$ cat src/rtl/dom2_pkg.sv
// rtl/dom2_pkg.sv - shared constants and FSM state for the dom2 gadget scheduler
package dom2_pkg;

  localparam int N_SHARES = 3;
  localparam int REFRESH_W = 3;
  localparam logic [15:0] DEFAULT_TAPS = 16'hB400;

  typedef enum logic [1:0] {IDLE, ISSUE, CAPTURE, RESP} state_t;

endpackage

$ cat src/rtl/dom2_lfsr.sv
// rtl/dom2_lfsr.sv - Fibonacci LFSR advancing three bits per step, zero seed guarded
module dom2_lfsr import dom2_pkg::*; #(
  parameter int W = 16,
  parameter logic [W-1:0] SEED = W'(16'hACE1),
  parameter logic [W-1:0] TAPS = W'(DEFAULT_TAPS)
) (
  input  logic                 clk,
  input  logic                 rst,
  input  logic                 step,
  output logic [REFRESH_W-1:0] rnd
);

  // An all-zero state would lock the register forever.
  localparam logic [W-1:0] SEED_SAFE = (SEED == '0) ? W'(1) : SEED;

  logic [W-1:0] state;

  function automatic logic [W-1:0] step1(input logic [W-1:0] s);
    return {s[W-2:0], ^(s & TAPS)};
  endfunction

  always_ff @(posedge clk) begin
    if (rst) begin
      state <= SEED_SAFE;
    end else if (step) begin
      state <= step1(step1(step1(state)));
    end
  end

  assign rnd = state[REFRESH_W-1:0];

endmodule

$ cat src/rtl/dom2_sched.sv
// rtl/dom2_sched.sv - round-robin scheduler sharing one 3-share DOM AND gadget
module dom2_sched import dom2_pkg::*; #(
  parameter int N_REQ = 2,
  parameter int LFSR_W = 16,
  parameter logic [LFSR_W-1:0] SEED = LFSR_W'(16'hACE1),
  parameter logic [LFSR_W-1:0] LFSR_TAPS = LFSR_W'(DEFAULT_TAPS)
) (
  input  logic                         clk,
  input  logic                         rst,
  input  logic [N_REQ-1:0]             req_valid,
  input  logic [N_SHARES*N_REQ-1:0]    req_a,
  input  logic [N_SHARES*N_REQ-1:0]    req_b,
  output logic [N_REQ-1:0]             req_ready,
  output logic                         resp_valid,
  input  logic                         resp_ready,
  output logic [$clog2(N_REQ)-1:0]     resp_id,
  output logic [N_SHARES-1:0]          resp_c,
  output logic [1:0]                   g_is0,
  output logic [1:0]                   g_is1,
  output logic [1:0]                   g_is2,
  output logic [REFRESH_W-1:0]         g_refreshing,
  input  logic [N_SHARES-1:0]          g_os
);

  localparam int ID_W = $clog2(N_REQ);

  state_t state, state_nxt;
  logic [ID_W-1:0] rr_ptr, grant_id;
  logic grant_any;
  logic [N_SHARES-1:0] a_sel, b_sel;
  logic [REFRESH_W-1:0] lfsr_bits;

  dom2_lfsr #(.W(LFSR_W), .SEED(SEED), .TAPS(LFSR_TAPS)) u_lfsr (
    .clk  (clk),
    .rst  (rst),
    .step (state == ISSUE),
    .rnd  (lfsr_bits)
  );

  // Second pass overrides the first, so the lowest index above the pointer wins,
  // falling back to the lowest index at or below it.
  always_comb begin
    grant_any = 1'b0;
    grant_id  = '0;
    a_sel     = '0;
    b_sel     = '0;
    for (int i = N_REQ - 1; i >= 0; i--) begin
      if (req_valid[i] && i <= int'(rr_ptr)) begin
        grant_any = 1'b1;
        grant_id  = ID_W'(i);
        a_sel     = req_a[N_SHARES*i +: N_SHARES];
        b_sel     = req_b[N_SHARES*i +: N_SHARES];
      end
    end
    for (int i = N_REQ - 1; i >= 0; i--) begin
      if (req_valid[i] && i > int'(rr_ptr)) begin
        grant_any = 1'b1;
        grant_id  = ID_W'(i);
        a_sel     = req_a[N_SHARES*i +: N_SHARES];
        b_sel     = req_b[N_SHARES*i +: N_SHARES];
      end
    end
  end

  always_comb begin
    req_ready = '0;
    if (state == IDLE && grant_any && !rst) begin
      req_ready[grant_id] = 1'b1;
    end
  end

  always_comb begin
    state_nxt = state;
    unique case (state)
      IDLE:    if (grant_any) state_nxt = ISSUE;
      ISSUE:   state_nxt = CAPTURE;
      CAPTURE: state_nxt = RESP;
      RESP:    if (resp_ready) state_nxt = IDLE;
    endcase
  end

  // Gadget inputs are registered so they are non-zero only for the ISSUE cycle.
  always_ff @(posedge clk) begin
    if (rst) begin
      state        <= IDLE;
      rr_ptr       <= ID_W'(N_REQ - 1);
      resp_valid   <= 1'b0;
      resp_id      <= '0;
      resp_c       <= '0;
      g_is0        <= '0;
      g_is1        <= '0;
      g_is2        <= '0;
      g_refreshing <= '0;
    end else begin
      state <= state_nxt;
      unique case (state)
        IDLE: begin
          if (grant_any) begin
            rr_ptr       <= grant_id;
            resp_id      <= grant_id;
            g_is0        <= {b_sel[0], a_sel[0]};
            g_is1        <= {b_sel[1], a_sel[1]};
            g_is2        <= {b_sel[2], a_sel[2]};
            g_refreshing <= lfsr_bits;
          end
        end
        ISSUE: begin
          g_is0        <= '0;
          g_is1        <= '0;
          g_is2        <= '0;
          g_refreshing <= '0;
        end
        CAPTURE: begin
          resp_c     <= g_os;
          resp_valid <= 1'b1;
        end
        RESP: begin
          if (resp_ready) resp_valid <= 1'b0;
        end
      endcase
    end
  end

endmodule

$ cat config.mk
export PLATFORM = sky130hd
export DESIGN_NAME = dom2_sched
export DESIGN_NICKNAME = d
export VERILOG_FILES = /design/src/rtl/dom2_pkg.sv /design/src/rtl/dom2_lfsr.sv /design/src/rtl/dom2_sched.sv
export SDC_FILE = /design/constraint.sdc
export NUM_CORES = 1
export LEC_CHECK = 0
export BUFFER_PORTS_ARGS = -buffer_cell sky130_fd_sc_hd__buf_4
export CAP_MARGIN = 20
export CORE_ASPECT_RATIO = 1.1
export CORE_MARGIN = 3
export CORE_UTILIZATION = 46
export DETAILED_ROUTE_END_ITERATION = 7
export PLACE_DENSITY_LB_ADDON = 0.15
export SLEW_MARGIN = 5
export SYNTH_ARGS = -nofsm -noshare
export SYNTH_HDL_FRONTEND = slang
export SYNTH_SLANG_ARGS = --single-unit
$ cat constraint.sdc
create_clock -name clk -period 3.75 [get_ports clk]
set_input_delay 1.125 -clock clk [delete_from_list [all_inputs] [get_ports clk]]
set_output_delay 1.125 -clock clk [all_outputs]
set_load 0.02 [all_outputs]
Word-level counts from Yosys, hierarchy flattened
Index checks and enable logic that the tools add are counted.
{"block": "totals", "regBits": 33, "in_bits": 20}
{"block": "op_classes", "n_lt_le_gt_ge": 4, "eq_ne": 5, "muxes": 27, "n_reduce_logical": 16}
{"operator": "XOR reduction 16 bit", "n": 3}
{"operator": "2-to-1 mux 3 bit", "n": 7}
{"operator": "2-to-1 mux 2 bit", "n": 6}
{"operator": "one-hot mux 2 bit (2 select lines)", "n": 3}
{"operator": "one-hot mux 2 bit (4 select lines)", "n": 1}
{"operator": "AND reduction 2 bit", "n": 4}
{"operator": "2-to-1 mux 1 bit", "n": 7}
{"operator": "one-hot mux 3 bit (2 select lines)", "n": 1}
{"operator": "logical AND 1 bit", "n": 5}
{"operator": "equality test 2 bit (second input constant)", "n": 2}
{"operator": "inequality test 2 bit (second input constant)", "n": 2}
{"operator": "nonzero test 2 bit", "n": 2}
{"operator": "equality test 2 x 1 -> 1 bit (second input constant)", "n": 1}
{"operator": "logical NOT 2 bit", "n": 1}
{"operator": "less-than comparator 1 x 2 -> 1 bit (second input constant)", "n": 1}
{"operator": "one-hot mux 1 bit (2 select lines)", "n": 1}
{"operator": "demux 1 bit (select 1 bit)", "n": 1}
{"operator": "greater-or-equal comparator 1 bit (second input constant)", "n": 1}
{"operator": "greater-than comparator 1 bit (first input constant)", "n": 1}
{"operator": "less-or-equal comparator 1 bit (first input constant)", "n": 1}
{"operator": "logical NOT 1 bit", "n": 1}

Depth between registers and ports, before layout
Gate-level depths: netlist of run 1.
{"block": "logic_depth", "word_depth": 10, "depth_mapped": 6, "mapped_depth_nobuf": 5}

Cells and area by module
A second synthesis of run 1 with hierarchy kept.
{"block": "hier_totals", "hier_cells": 145, "area_unflattened_um2": 1457.6}
{"module": "dom2_sched", "n_inst": 1, "cells_each": 82, "area_per_inst_um2": 790.8, "seq_area_each_um2": 340.3}
{"module": "dom2_lfsr", "n_inst": 1, "cells_each": 63, "area_per_inst_um2": 666.9, "seq_area_each_um2": 320.3}

Worst setup path after synthesis of run 1
Ideal clock, no wire load.
{"block": "synth_timing", "kind": "input-to-output", "from": "in req_valid[0]", "to": "out req_ready[1]", "arrival_time_ns": 1.912, "slack_ns": 0.713, "stages": 3, "path_buffers": 1, "cell_sequence": "buf_2 a21boi_2 nor2b_1"}
{"block": "synth_between", "elab_chain_len": 7, "word_cells_on_any_way": 12, "cone_classes": "order compare: 2; mux: 7; reduce/logical: 3"}
{"element": "from (decl)", "line_no": "dom2_sched.sv:10", "text": "input logic [N_REQ-1:0] req_valid,"}
{"element": "2-to-1 mux 1 bit", "line_no": "dom2_sched.sv:48", "text": "if (req_valid[i] && i <= int'(rr_ptr)) begin"}
{"element": "2-to-1 mux 1 bit", "line_no": "dom2_sched.sv:56", "text": "if (req_valid[i] && i > int'(rr_ptr)) begin"}
{"element": "less-than comparator 1 x 2 -> 1 bit (not written as such) / greater-or-equal comparator 1 bit (equally long branches)", "line_no": "dom2_sched.sv:68", "text": "req_ready[grant_id] = 1'b1;"}
{"element": "logical AND 1 bit (not written as such)", "line_no": "dom2_sched.sv:68"}
{"element": "2-to-1 mux 1 bit (not written as such)", "line_no": "dom2_sched.sv:68"}
{"element": "demux 1 bit (select 1 bit)", "line_no": "dom2_sched.sv:68"}
{"element": "2-to-1 mux 2 bit (*)", "line_no": "dom2_sched.sv:67", "text": "if (state == IDLE && grant_any && !rst) begin"}
{"element": "to (decl)", "line_no": "dom2_sched.sv:13", "text": "output logic [N_REQ-1:0] req_ready,"}
Every way passes the cells marked *; elsewhere a longest branch is shown, timed or not.

Worst setup path after layout of run 1
{"block": "layout_timing", "from": "in rst", "to": "out req_ready[1]"}
{"block": "layout_between", "elab_chain_len": 3}
{"element": "from (decl)", "line_no": "dom2_sched.sv:9", "text": "input logic rst,"}
{"element": "logical NOT 1 bit", "line_no": "dom2_sched.sv:67"}
{"element": "logical AND 1 bit", "line_no": "dom2_sched.sv:67"}
{"element": "2-to-1 mux 2 bit", "line_no": "dom2_sched.sv:67"}
No other way between the ends.

==> summary.md, run 1 <==
| Metric | Value |
|---|---|
| Outcome | finished, final reports clean |
| Num rows | 20 |
| Area contributors post-synth | dfxtp_1, mux2i_1, a32oi_1 |
| Post-synth EDFFs | 0 |
| Crit path kind | in2out |
| RSZ-0062 raised after global routing | false |
| Initial antenna violation count | 0 |
| Iter 0 DRT Violations | 45 |
| Die Wd | 59.7 um |
| Worst path arrival time | 2.07 ns |
| Peak Freq | 0.313 GHz |
| Max-slew violation count | 0 |
| Layout net count | 206 |
| Setup TNS | 0 ns |
| Fill count | 253 |
| Yosys synthesis warning count | 0 |
| Slowest CP cell | clkinv_1 |
| Syn avg cell area | 9.92 um2 |
| Share of cells above drive strength 1 | 26.4% |
| TritonCTS sink count | 33 |
| Slew Limit Headroom | 36.7% |
| Clock buffer count from CTS | 5 |
| Drt via density | 5.38 |
| Synth Instances | 147 |
| Top cell by count, worst path | buf_4 |
| PwrDens | 815 nW/um2 |
| #FFs+latches synth | 33 |
| Netlist Area Pre-Place | 1460 um2 |
| Period minus WS final | 3.20 ns |
| Synth cell types | 31 |
| Async set or reset register ratio after synthesis | 0% |
| Antenna Nets Post-Route | 0 |
| Hold path depth | 1 |
| Die area | 3880 um2 |
| Critical Path RT | 2.62 ns |
| Launching element type of the critical path | input pin |
| Crit path max fanout | 22 |
| Hpwl dp | 2250 um |
| Min-Delay Path Class | reg2reg |
| Vias in the first global route | 1139 |
| Slowest stage delay, CP | 0.32 ns |
| Syn Nets | 172 |
| Largest delay share family, worst path | buffers and inverters |
| Area grow syn2layout | 24.0% |
| CTS tree | done |
| Register area | 661 um2 |
| # hold bufs at CTS | 0 |
| Initial core utilization | 50.3% |
| Worst skew pair latency | 0.34 ns |
| Count of buffers from port buffering | 35 |
| Main synth FF type | dfxtp_1 |
| Drt first pass iters | 4 |
| WL final | 3040 um |
| Clk_skew | 0.0102 ns |
| Top cell type's share of synthesized area | 45.3% |
| Num ports | 36 |
| First-pass GRT wire length | 5060 um |
| Reg2reg path depth | 5 |
| Post-CTS Setup Inserts | 0 |
| Final Hold Viols | 0 |
| Grt total ovfl | 0 |
| Synth area leader | dfxtp_1 |
| Largest net degree at the start of global routing | 23 |
| Most instantiated cells after synthesis | dfxtp_1, mux2i_1, nor2_1 |
| Core area | 2900 um2 |
| Antenna cells | 0 |
| Reg clk slew, reported paths | 0.10 ns |
| Via count | 1157 |
| CP Cell Sequence | buf_4, clkinv_1, nand2_1, nor2b_1, buf_4 |
| Post_cts resized | 0 |
| Least-Margin Pin Slew | 0.950 ns |
| CTS H-tree lvls | 2 |
| Routed length per instance | 14.1 um |
| Worst path depth | 5 |
| Maxcap violations | 0 |
| GPL Wtd Cong | 0.797 |
| Die Y | 65.1 um |
| Final period util | 85.2% |
| Crit path buffers/inverters | 3 |
| Clock Tree Buf Depth | 2 |
| Gr usage total | 16.9% |
| Worst vdd ir | 0.569 mV |
| CTS root buf | clkbuf_4 |
| Sequential share of the synthesized area | 45.3% |
| Worst Setup End Kind | output pin |
| Multi-input gate area in the final layout | 733 um2 |
| DR DRC count | 0 |
| Util after Layout | 62.3% |
| Pleak | 0.742 nW |
| Setup-failing EPs final | 0 |
| Top-count cell post-synth | dfxtp_1 |
## per-layer routing
layer	part of all wire, %	vias up	GRT usage (%)
li1	-	591	-
met1	46	538	21.5
met2	48	21	25.9
met3	4.1	7	5.38
met4	1.7	0	6.93
met5	0	-	0
## stage by stage
stage	instances	total power, W	cell area, um2	hold WS, ns	worst slack (ns)
floorplan	147	0.00104	1460	0.441	0.713
global placement	207	0.00117	1720	0.451	0.595
detailed placement	207	0.00120	1720	0.450	0.550
CTS	215	0.00149	1810	0.480	0.545
global route	215	0.00158	1810	0.509	0.488
finish	215	0.00147	1810	0.474	0.554
## cell families (layout without fill, tap and decap cells)
logic type | after synthesis | after routing | share of synthesized area [%]
multiplexers | 16 | 16 | 11.0
flip-flops | 33 | 33 | 45.3
XOR/XNOR | 8 | 8 | 4.80
adder cells (fa/ha/maj) | 5 | 5 | 4.29
buffers and inverters | 14 | 49 | 4.46
AND/OR/NAND/NOR | 40 | 40 | 13.1
AO/OA/AOI/OAI | 31 | 31 | 17.1
## layout make-up
type / count / area share (%)
Sequential cell: 33 / 36.5
Timing Repair Buffer: 35 / 14.5
Tap cell: 33 / 2.28
Inverter: 6 / 1.24
Clock inverter: 2 / 2.07
Multi-Input combinational cell: 100 / 40.5
Clock buffer: 6 / 2.84
## report_power, final
part           internal [W]  total (W)  switching [W]
clock network      0.000158   0.000282       0.000123
registers          0.000466   0.000552      0.0000854
logic              0.000301   0.000641       0.000340
## flip-flops by register name, indices dropped and copies added (netlist names)
register and count:
resp_valid 1, g_is0 2, resp_id 1, state 2
rr_ptr 1, g_is1 2, resp_c 3, u_lfsr.state 16
g_is2 2, g_refreshing 3
## layout by cell type, fill, tap and decap left out, types with 2 or more instances in the layout
master,netlist,routed
nor3_1,2,2
a21oi_1,6,6
buf_4,0,35
clkbuf_4,0,5
nand2_1,11,11
a32oi_1,9,9
nand2b_1,2,2
mux2i_1,16,16
nor2_1,14,14
dfxtp_1,33,33
inv_1,5,5
nor2b_1,3,3
nand3_1,4,4
a211oi_1,2,2
xnor2_1,8,8
ha_1,5,5
o2bb2ai_1,6,6
## worst paths after layout
kind / from / endpoint / slack, ns
hold / removal: g_is0[1] / g_is0[1] / 0.47
hold reg to reg: g_is0[1] / g_is0[1] / 0.47
setup reg to reg: state[1] / g_is1[0] / 1.61
setup / recovery: rst / req_ready[1] / 0.55
## worst register-to-register path, stage by stage (launching register included)
cell and delay [ns]:
dfxtp_1 0.36, inv_1 0.12, ha_1 0.80, inv_1 0.30
o2111ai_1 0.32, o2bb2ai_1 0.11
(Power assumes the default switching activity.)
==> run 2: changes to the inputs <==
--- a/config.mk
+++ b/config.mk
@@ -11,6 +11,7 @@
 export CORE_MARGIN = 3
 export CORE_UTILIZATION = 46
 export DETAILED_ROUTE_END_ITERATION = 7
+export GPL_TIMING_DRIVEN = 0
 export PLACE_DENSITY_LB_ADDON = 0.15
 export SLEW_MARGIN = 5
 export SYNTH_ARGS = -nofsm -noshare
==> constraint.sdc (replaced) <==
create_clock -name clk -period 4 [get_ports clk]
set_input_delay 1.2 -clock clk [delete_from_list [all_inputs] [get_ports clk]]
set_output_delay 1.2 -clock clk [all_outputs]
set_load 0.02 [all_outputs]
==> summary.md, run 2 (synthesis results as in run 1) <==
| Metric | Value |
|---|---|
| Outcome | finished, final reports clean |
| Crit path max fanout | 10 (-55%) |
| Total power | 0.00140 W (-5.2%) |
| CTS H-tree lvls | 2 (unchanged) |
| Slowest stage delay, CP | 0.32 ns (about the same) |
| Worst vdd ir | 0.483 mV (-15%) |
| Maxcap violations | 0 (unchanged) |
| Antenna cells | 0 (unchanged) |
| Hold path depth | 1 (unchanged) |
| Min-delay src | g_is0[1] |
| Reg clk slew, reported paths | 0.09 ns (about the same) |
| R2R setup slack | 2.35 ns (+0.74 ns) |
| Setup-failing EPs final | 0 (unchanged) |
| Initial antenna violation count | 0 (unchanged) |
| Final period util | 83.9% |
| Final Hold Viols | 0 (unchanged) |
| WL final | 3190 um (+4.8%) |
| Crit path launch | req_valid[0] |
| PwrDens | 756 nW/um2 (-7.2%) |
| Worst skew pair latency | 0.34 ns (about the same) |
| Slew Limit Headroom | 60.9% (+24 points) |
| Num rows | 20 (unchanged) |
| Crit path buffers/inverters | 3 (unchanged) |
| Largest net degree at the start of global routing | 11 (-52%) |
| Launching element type of the critical path | input pin |
| # hold bufs at CTS | 0 (unchanged) |
| Clock buffer count from CTS | 5 (unchanged) |
| Vias in the first global route | 1157 (+1.6%) |
| Period minus WS final | 3.36 ns |
| Most common cell after layout, fill and taps aside | buf_4 |
| Crit path kind | in2out |
| Num ports | 36 (unchanged) |
| Top cell by count, worst path | buf_4 |
| Share of cells above drive strength 1 | 27.4% (+0.99 points) |
| Antenna Nets Post-Route | 0 (unchanged) |
| Hold endpoint | g_is0[1] |
| Grt total ovfl | 0 (unchanged) |
| Worst path arrival time | 2.16 ns (+0.09 ns) |
| Setup TNS | 0 ns (unchanged) |
| Peak Freq | 0.298 GHz |
| Post_cts resized | 0 (unchanged) |
| Hpwl dp | 2370 um (+5.2%) |
| Post-CTS Setup Inserts | 0 (unchanged) |
| Clk_skew | 0.0152 ns (+0.00502 ns) |
| Pleak | 0.768 nW (+3.6%) |
| Iter 0 DRT Violations | 81 (+80%) |
| Most frequent cells in the layout | buf_4, dfxtp_1, mux2i_1, nor2_1, nand2_1 |
| Count of buffers from port buffering | 35 (unchanged) |
| Biggest register | u_lfsr.state |
| CTS tree | done |
| Gr usage total | 18.2% (+1.3 points) |
| Largest delay share family, worst path | buffers and inverters |
| Die Y | 65.1 um (unchanged) |
| Area grow syn2layout | 26.7% |
| CP Cell Sequence | buf_4, buf_2, a21boi_2, nor2b_1, buf_4 |
| Slowest CP cell | a21boi_2 |
| Largest regs | u_lfsr.state: 16 flops, g_refreshing: 3 flops, resp_c: 3 flops |
| Initial core utilization | 50.3% (unchanged) |
| CTS root buf | clkbuf_4 |
| Worst Setup End Kind | output pin |
| Core area | 2900 um2 (unchanged) |
| Die Wd | 59.7 um (unchanged) |
| Drt first pass iters | 4 (unchanged) |
| Max reg flops | 16 (unchanged) |
| DR DRC count | 0 (unchanged) |
| FF-to-FF Start | state[1] |
| RSZ-0062 raised after global routing | false |
| Least-Margin Pin Slew | 0.586 ns (-0.364 ns) |
| First-pass GRT wire length | 5330 um (+5.3%) |
| Routed length per instance | 14.3 um (+1.0%) |
| TritonCTS sink count | 33 (unchanged) |
| Via count | 1210 (+4.6%) |
| Critical Path RT | 2.80 ns (+0.18 ns) |
| Layout net count | 214 (+3.9%) |
| GPL Wtd Cong | 0.805 (+0.97%) |
| R2R Path End | u_lfsr.state[7] |
| Min-Delay Path Class | reg2reg |
| Max-slew violation count | 0 (unchanged) |
| Drt via density | 5.43 (+0.83%) |
| Clock Tree Buf Depth | 2 (unchanged) |
| Die area | 3880 um2 (unchanged) |
| Reg2reg path depth | 6 (+1) |
==> run 2: cell type report <==
cell class	count	area, um2
clock inverters	1	30.0
multi-input cells	100	733
repair buffers	35	263
clock buffers	7	55.1
plain buffers	8	42.5
flip-flops and latches	33	661
well taps	33	41.3
inverters	6	22.5
fillers	251	1050
==> run 2: per-stage QoR <==
step / area (um2) / setup WS [ns] / utilization, % / instances / hold WS [ns]
4_1_cts: 1850 / 0.646 / 63.7 / 223 / 0.478
5_1_grt: 1850 / 0.556 / 63.7 / 223 / 0.499
3_5_place_dp: 1760 / 0.648 / 60.7 / 215 / 0.455
2_1_floorplan: 1460 / 0.813 / - / 147 / 0.441
3_3_place_gp: 1760 / 0.654 / 60.7 / 215 / 0.449
6_report: 1850 / 0.645 / 63.7 / 223 / 0.476
==> run 2: how the worst max path moves through the flow <==
stage | slack [ns] | cells after the start | to
3_3_place_gp | 0.65 | 5 | req_ready[1]
4_1_cts | 0.65 | 5 | req_ready[1]
6_report | 0.64 | 5 | req_ready[1]
3_5_place_dp | 0.65 | 5 | req_ready[1]
2_1_floorplan | 0.81 | 3 | req_ready[1]
5_1_grt | 0.56 | 5 | req_ready[1]
==> run 2: layer usage <==
layer	track usage (%)	share of wire, %	vias to the layer above
met5	0	0	-
met4	7.76	1.6	0
met3	5.38	3.7	6
met2	29.5	51	17
met1	21.8	44	578
li1	-	-	609
==> run 2: power breakdown <==
group / internal (W) / switching [W] / total, W / leakage (nW)
clock: 0.000149 / 0.000111 / 0.000260 / 0.0455
sequential: 0.000437 / 0.0000803 / 0.000517 / 0.271
combinational: 0.000296 / 0.000324 / 0.000620 / 0.452
total: 0.000883 / 0.000515 / 0.00140 / 0.768
==> run 2: worst register-to-register path: cells and delay by family, from the launching register on <==
kind,cells,cell delay (ns)
and+or+nand+nor,1,0.07
muxes,1,0.22
buffers and inverters,3,0.69
adders and majority gates,1,0.19
DFF,1,0.35
